==> config.mk <==
export PLATFORM = sky130hd
export DESIGN_NAME = nibble_add_seq
export DESIGN_NICKNAME = d
export VERILOG_FILES = /design/src/rtl/nibadd_pkg.sv /design/src/rtl/add4_slice.sv /design/src/rtl/nibble_add_seq.sv
export SDC_FILE = /design/constraint.sdc
export NUM_CORES = 1
export LEC_CHECK = 0
export CORE_AREA = 10 10 88 71
export DETAILED_ROUTE_END_ITERATION = 12
export DIE_AREA = 0 0 98 81
export PLACE_DENSITY = 0.86
export SLEW_MARGIN = 20
export SYNTH_ARGS = -nofsm -noshare
export SYNTH_HDL_FRONTEND = slang
export SYNTH_SLANG_ARGS = --single-unit
==> constraint.sdc <==
create_clock -name clk -period 7.7 [get_ports clk]
set_input_delay 0.77 -clock clk [delete_from_list [all_inputs] [get_ports clk]]
set_output_delay 0.77 -clock clk [all_outputs]
set_load 0.01 [all_outputs]
==> src/rtl/nibadd_pkg.sv <==
// Shared types and constants for the nibble-serial adder.
package nibadd_pkg;

    localparam int unsigned NIB_W = 4;

    typedef enum logic [1:0] {
        IDLE,
        RUN,
        DONE
    } state_e;

endpackage

==> src/rtl/add4_slice.sv <==
// Purely combinational 4-bit ripple-carry adder slice.
module add4_slice
    import nibadd_pkg::*;
(
    input  logic [NIB_W-1:0] a4,
    input  logic [NIB_W-1:0] b4,
    input  logic             ci,
    output logic [NIB_W-1:0] s4,
    output logic             co
);

    logic [NIB_W:0] w_c;

    always_comb begin
        w_c    = '0;
        s4     = '0;
        w_c[0] = ci;
        for (int i = 0; i < NIB_W; i++) begin
            s4[i]    = a4[i] ^ b4[i] ^ w_c[i];
            w_c[i+1] = (a4[i] & b4[i]) | (a4[i] & w_c[i]) | (b4[i] & w_c[i]);
        end
        co = w_c[NIB_W];
    end

endmodule

==> src/rtl/nibble_add_seq.sv <==
// WIDTH-bit adder built from one 4-bit slice, one nibble per clock, valid/ready on both sides.
// Define NIBADD_SUB_EN to add the sub port (a - b via inverted b and forced carry-in).
module nibble_add_seq
    import nibadd_pkg::*;
#(
    parameter int unsigned WIDTH = 16
) (
    input  logic             clk,
    input  logic             rst,
    input  logic             in_valid,
    output logic             in_ready,
    input  logic [WIDTH-1:0] a,
    input  logic [WIDTH-1:0] b,
    input  logic             cin,
`ifdef NIBADD_SUB_EN
    input  logic             sub,
`endif
    output logic             out_valid,
    input  logic             out_ready,
    output logic [WIDTH-1:0] sum,
    output logic             cout
);

    localparam int unsigned NIB   = WIDTH / NIB_W;
    localparam int unsigned IDX_W = (NIB > 1) ? $clog2(NIB) : 1;
    localparam logic [IDX_W-1:0] LAST_IDX = IDX_W'(NIB - 1);

    if ((WIDTH < NIB_W) || ((WIDTH % NIB_W) != 0)) begin : g_bad_width
        $error("nibble_add_seq: WIDTH must be a multiple of 4 and at least 4");
    end

    state_e           r_state, w_state_next;
    logic [WIDTH-1:0] r_a, w_a_next;
    logic [WIDTH-1:0] r_b, w_b_next;
    logic             r_sub, w_sub_next;
    logic [IDX_W-1:0] r_idx, w_idx_next;
    logic             r_carry, w_carry_next;
    logic [WIDTH-1:0] r_sum, w_sum_next;
    logic             r_cout, w_cout_next;

    logic             w_sub_in;
    logic [NIB_W-1:0] w_a_nibs [NIB];
    logic [NIB_W-1:0] w_b_nibs [NIB];
    logic [NIB_W-1:0] w_a4, w_b4, w_s4;
    logic             w_co;

`ifdef NIBADD_SUB_EN
    assign w_sub_in = sub;
`else
    assign w_sub_in = 1'b0;
`endif

    for (genvar g = 0; g < NIB; g++) begin : g_nibs
        assign w_a_nibs[g] = r_a[g*NIB_W +: NIB_W];
        assign w_b_nibs[g] = r_b[g*NIB_W +: NIB_W];
    end

    // Subtraction is a + ~b + 1; the +1 is seeded into the carry register at accept.
    assign w_a4 = w_a_nibs[r_idx];
    assign w_b4 = w_b_nibs[r_idx] ^ {NIB_W{r_sub}};

    add4_slice u_slice (
        .a4 (w_a4),
        .b4 (w_b4),
        .ci (r_carry),
        .s4 (w_s4),
        .co (w_co)
    );

    always_comb begin
        w_state_next = r_state;
        w_a_next     = r_a;
        w_b_next     = r_b;
        w_sub_next   = r_sub;
        w_idx_next   = r_idx;
        w_carry_next = r_carry;
        w_sum_next   = r_sum;
        w_cout_next  = r_cout;
        case (r_state)
            IDLE: begin
                if (in_valid) begin
                    w_a_next     = a;
                    w_b_next     = b;
                    w_sub_next   = w_sub_in;
                    w_carry_next = w_sub_in ? 1'b1 : cin;
                    w_idx_next   = '0;
                    w_state_next = RUN;
                end
            end
            RUN: begin
                for (int i = 0; i < NIB; i++) begin
                    if (r_idx == IDX_W'(i)) begin
                        w_sum_next[i*NIB_W +: NIB_W] = w_s4;
                    end
                end
                w_carry_next = w_co;
                if (r_idx == LAST_IDX) begin
                    w_idx_next   = '0;
                    w_cout_next  = w_co;
                    w_state_next = DONE;
                end else begin
                    w_idx_next = r_idx + 1'b1;
                end
            end
            DONE: begin
                if (out_ready) begin
                    w_state_next = IDLE;
                end
            end
            default: w_state_next = IDLE;
        endcase
    end

    always_ff @(posedge clk) begin
        if (rst) begin
            r_state <= IDLE;
            r_a     <= '0;
            r_b     <= '0;
            r_sub   <= 1'b0;
            r_idx   <= '0;
            r_carry <= 1'b0;
            r_sum   <= '0;
            r_cout  <= 1'b0;
        end else begin
            r_state <= w_state_next;
            r_a     <= w_a_next;
            r_b     <= w_b_next;
            r_sub   <= w_sub_next;
            r_idx   <= w_idx_next;
            r_carry <= w_carry_next;
            r_sum   <= w_sum_next;
            r_cout  <= w_cout_next;
        end
    end

    // Held low while rst is asserted so nothing is offered during the reset cycle.
    assign in_ready  = (r_state == IDLE) && !rst;
    assign out_valid = (r_state == DONE);
    assign sum       = r_sum;
    assign cout      = r_cout;

endmodule

# Word level (Yosys, flattened, before mapping)
# Cells that the tools add are included.
[word_totals]
ff_bits = 54
input_bits = 37
[op_classes]
n_addsub = 1
magnitude_cmp = 1
n_eq_ne = 8
n_mux = 15
bitwise = 29
n_reduce_logical = 12
[ops]
columns = ["operator", "count"]
rows = [
  ["$bmux 4 s2", 2],
  ["$mux 4", 4],
  ["$and 1x1->1", 12],
  ["$reduce_and 2->1", 6],
  ["$mux 2", 5],
  ["$or 1x1->1", 8],
  ["$xor 1x1->1", 8],
  ["$eq 2x2->1 const B", 3],
  ["$pmux 2 s3", 1],
  ["$eq 2x1->1 const B", 2],
  ["$logic_not 2->1", 2],
  ["$ne 2x2->1 const B", 2],
  ["$pmux 2 s2", 1],
  ["$ge 3x3->1 const B", 1],
  ["$not 2->3", 1],
  ["$reduce_and 3->1", 1],
  ["$add 2x1->2 const B", 1],
  ["$ne 2x1->1 const B", 1],
  ["$pmux 1 s2", 1],
  ["$reduce_bool 2->1", 1],
  ["$logic_and 1x1->1", 1],
  ["$logic_not 1->1", 1],
  ["$mux 1", 1],
]

# Longest topological paths before layout
[logic_depth]
depth_word = 17
ltp_mapped = 8

# By module
# A second synthesis with hierarchy kept.
[unflattened]
hier_cells = 237
hier_area_um2 = 2407.3
[by_module_without_submodules]
columns = ["mod", "instances", "cells_each", "area_per_inst_um2"]
rows = [
  ["nibble_add_seq", 1, 223, 2289.7],
  ["add4_slice", 1, 14, 117.6],
]

# Worst setup path before layout
# OpenSTA, ideal clock, no wires.
[synth_path]
path_type = "register -> register"
from = "reg r_idx[0]"
to = "reg r_sum[15], in the netlist sum[15]"
setup_time_ps = 91
arrival_ps = 3070
required_time_ps = 7609
setup_slack_ps = 4539
path_stages_with_launch = 9
period_less_slack_ps = 3161
cell_sequence = "dfxtp_1 buf_2 mux4_2 fa_1 fa_1 fa_1 inv_1 fa_1 a311oi_1"
[synth_between]
elab_chain_len = 14
elab_cells_between_ends = 26
cone_classes = "eq/ne: 1; mux: 6; bitwise: 18; reduce/logical: 1"
[synth_lines]
columns = ["item", "line", "rtl"]
rows = [
  ["start: declaration", "nibble_add_seq.sv:36", "logic [IDX_W-1:0] r_idx, w_idx_next;"],
  ["start signal: assignment", "nibble_add_seq.sv:129", "r_idx <= w_idx_next;"],
  ["$not 2->3 (not written as such)", "nibble_add_seq.sv:59, nibble_add_seq.sv:60", ""],
  ["$bmux 4 s2 (on tied branches)", "nibble_add_seq.sv:59, nibble_add_seq.sv:60", ""],
  ["$mux 4 (on tied branches) (2 in series)", "nibble_add_seq.sv:59, nibble_add_seq.sv:60", ""],
  ["$and 1x1->1", "add4_slice.sv:20", "w_c[i+1] = (a4[i] & b4[i]) | (a4[i] & w_c[i]) | (b4[i] & w_c[i]);"],
  ["$or 1x1->1 (2 in series)", "add4_slice.sv:20", ""],
  ["$and 1x1->1", "add4_slice.sv:20", ""],
  ["$or 1x1->1 (2 in series)", "add4_slice.sv:20", ""],
  ["$and 1x1->1", "add4_slice.sv:20", ""],
  ["$or 1x1->1 (2 in series)", "add4_slice.sv:20", ""],
  ["$xor 1x1->1", "add4_slice.sv:19", "s4[i] = a4[i] ^ b4[i] ^ w_c[i];"],
  ["end signal: assignment", "nibble_add_seq.sv:131", "r_sum <= w_sum_next;"],
  ["end: declaration", "nibble_add_seq.sv:38", "logic [WIDTH-1:0] r_sum, w_sum_next;"],
]
# Several ways; a longest one is shown, not always the timed one. The select of a mux whose other input is x is not followed.
# A chain may end at the register's enable or synchronous reset.

# Worst setup path in the final report
[layout_path]
from = "reg r_idx[0]"
to = "reg r_sum[3], in the netlist sum[3]"
# Same word-level chain as after synthesis.

==> impl_metrics.json <==
{
  "run_status": "finished, final reports clean",
  "via_count": 1903,
  "totalNegativeSetupSlack_ps": 0,
  "cts-htree-levels": 2,
  "routed-wl-met2_um": 2341,
  "worst_setup_path_endpoint": "sum[3]",
  "dr_wl_cell_um": 14.74,
  "synth_cell_types": 26,
  "end_kind": "register",
  "irDropWorstVdd_mv": 0.08552,
  "placed_cell_area_sq_um": 2836,
  "wl_met3_um": 617,
  "ys_seq_area_share_pct": 46.03,
  "drive_gt1_share_pct": 6.601,
  "highest-signal-layer": "met4",
  "grt_pass1_wl_um": 8618,
  "num_io_pins": 56,
  "ctsLongestPathBuffers": 2,
  "grt.total_usage_pct": 13.13,
  "design.core.area_sq_um": 4652,
  "first_pass_iters": 5,
  "route.antenna.remaining_nets": 0,
  "crit_start": "r_idx[0]",
  "place_congestion": 0.8016,
  "min_period_over_period_pct": 45.35,
  "tritoncts_clock_tree": "done",
  "post-route-drc-count": 0,
  "netlist_instances": 261,
  "power.share.switching_pct": 26.00,
  "clk-insertion-delay-late_ps": 310,
  "number_of_warnings_issued_by_yosys": 0,
  "clock_pin_transition_on_the_worst_setup_and_hold_timing_paths_ps": 90,
  "clockRootBuffer": "clkbuf_8",
  "setup_repair_after_global_routing_missed_its_margin": "no",
  "slew_headroom_pct": 32.53,
  "grt_start_max_net_pins": 56,
  "dp_hpwl_um": 3907,
  "r2r_slack_ps": 4210,
  "worst-endpoint-arrival_ps": 3710,
  "number_of_global_route_vias_before_repair": 1797,
  "synth_area_per_cell_sq_um": 8.998,
  "via_per_inst": 5.242,
  "floorplan.die_area_sq_um": 7938,
  "fp-row-count": 22,
  "internal-power_uw": 396.8,
  "cellPowerDensity_nw_per_um2": 183.0,
  "mapped_area_sq_um": 2349,
  "final_hold_violating_endpoints": 0,
  "layout.area.seq_sq_um": 1081,
  "async_reset_ff_share_pct": 0,
  "cts_post_setup_buffers_inserted": 0,
  "final.setup_skew_ps": 3.339,
  "ctsHoldBuffers": 0,
  "timing.final.crit_period_ps": 3492,
  "r2r_start": "r_idx[0]",
  "dieHeight_um": 81,
  "multi_input_area_sq_um": 1112,
  "synth_enable_flop_cells": 0,
  "synth.top_cells.by_area": "dfxtp_1 (46%), nand2_1 (12%), a21oi_1 (11%)",
  "total_nets_final": 348,
  "worst_r2r_path_depth": 7,
  "post-synth-top-count-cell": "nand2_1",
  "critPathLaunchType": "register",
  "syn_nets": 306,
  "top_flip_flop_cell_by_instance_count_after_synthesis": "dfxtp_1",
  "clkPwrFrac_pct": 27.9,
  "max_cap_viol_count": 0,
  "overall_die_width_um": 98,
  "ys_ff_latch": 54,
  "total_leakage_power_uw": 0.001017,
  "drv_slew": 0,
  "floorplan.initialDensity_pct": 50.48,
  "fill_cells": 382,
  "sequentialPowerShare_pct": 56.6,
  "switching_power_uw": 139.4,
  "drtIter0Drc": 89,
  "reg2reg_to": "sum[3]",
  "area.growth.synth_to_final_pct": 24.77,
  "placement.io_buffers": 55,
  "worst_path_class_setup": "register to register",
  "final_core_util_pct": 62.99,
  "ctsResizeCount": 0,
  "cts.sinks": 54,
  "globalRoute.totalOverflow": 0,
  "post-synth-top-area-fraction_pct": 46.03,
  "met1Wirelength_um": 2318,
  "finalSetupViolCount": 0,
  "worstPathMaxFanout": 13,
  "achievable-frequency_mhz": 286.4,
  "diodes": 0,
  "routed_wirelength_um": 5351,
  "antenna_found_initial": 0,
  "synth_commonest_cells": "nand2_1 (76), dfxtp_1 (54), a21oi_1 (50)",
  "worst_slew_pin_slew_ps": 1012,
  "cts_made_buffers": 5,
  "critPathRequiredTime_ps": 7910,
  "pwr-share-comb_pct": 15.5,
  "postLayoutCellArea_sq_um": 2930,
  "min-delay-path-class": "register to register",
  "synthDominantAreaCellType": "dfxtp_1"
}
## per-stage QoR
| step | power, uW | std cells | hold slack (ps) | worst slack [ps] |
|---|---|---|---|---|
| floorplan | 359.4 | 261 | 433.1 | 4539 |
| global placement | 388.7 | 355 | 443.1 | 4345 |
| detailed placement | 391.6 | 355 | 446.9 | 4225 |
| CTS | 538.9 | 362 | 459.6 | 4209 |
| global route | 560.2 | 363 | 471.6 | 4056 |
| finish | 536.2 | 363 | 458.2 | 4208 |
## power by group through the flow
| stage | clock network [uW] | registers (uW) | logic (uW) |
|---|---|---|---|
| floorplan | 0 | 305 | 54.1 |
| global placement | 0 | 309 | 79.2 |
| detailed placement | 0 | 310 | 81.8 |
| CTS | 154 | 303 | 81.9 |
| global route | 164 | 305 | 91.0 |
| finish | 150 | 303 | 83.1 |
## critical path, stage by stage (launching register included)
cell      delay, ps
dfxtp_1         730
mux4_2          610
fa_1            420
fa_1            400
fa_1            380
inv_1            80
fa_1            470
a311oi_1        310
## flip-flops by register name, indices dropped and copies added (netlist names)
name	cells
cout	1
r_idx	2
sum	16
r_a	16
r_carry	1
r_state	2
r_b	16
## logic make-up (layout without fill, tap and decap cells)
kind of cell             Yosys count  after routing  share of synthesized area, %
flip-flops                        54             54                         46.03
AND/OR/NAND/NOR                  104            104                         19.07
AO/OA/AOI/OAI                     59             59                         14.38
buffers and inverters             27             69                         6.872
adder cells (fa/ha/maj)            8              8                         5.541
multiplexers                       9              9                         8.098
## how the worst min path moves through the flow
stage / from / depth (start not counted) / slack (ps) / end
after detailed placement: sum[6] / 2 / 450 / sum[6]
after floorplan: r_a[10] / 2 / 430 / r_a[10]
final: sum[6] / 2 / 460 / sum[6]
after global routing: r_a[15] / 2 / 470 / r_a[15]
after CTS: sum[6] / 2 / 460 / sum[6]
after global placement: r_a[14] / 2 / 440 / r_a[14]
## layout by cell type, fill, tap and decap left out, drive strengths merged, types with 2 or more instances in the layout
cell type	netlist	routed
ha	4	4
nor3	2	2
fa	4	4
nand3b	4	4
nand2	76	76
nor2b	2	2
buf	14	2
mux4	8	8
clkdlybuf4s50	0	54
a311oi	5	5
nand3	12	12
inv	6	6
a22oi	2	2
clkinv	0	2
dfxtp	54	54
nor2	4	4
a21oi	50	50
clkbuf	7	5
## layout make-up
cell class / instances / share of cell area (%)
repair buffers: 56 / 19.13
clock buffers: 5 / 2.348
flip-flops and latches: 54 / 36.89
clock inverters: 2 / 0.3416
well taps: 60 / 2.562
multi-input cells: 180 / 37.96
inverters: 6 / 0.7686
## layer usage
| metal | vias up | global-route usage [%] |
|---|---|---|
| met3 | 10 | 7.379 |
| li1 | 963 | - |
| met5 | - | 0 |
| met1 | 851 | 16.32 |
| met2 | 79 | 19.08 |
| met4 | 0 | 3.768 |
(Power assumes the default switching activity.)
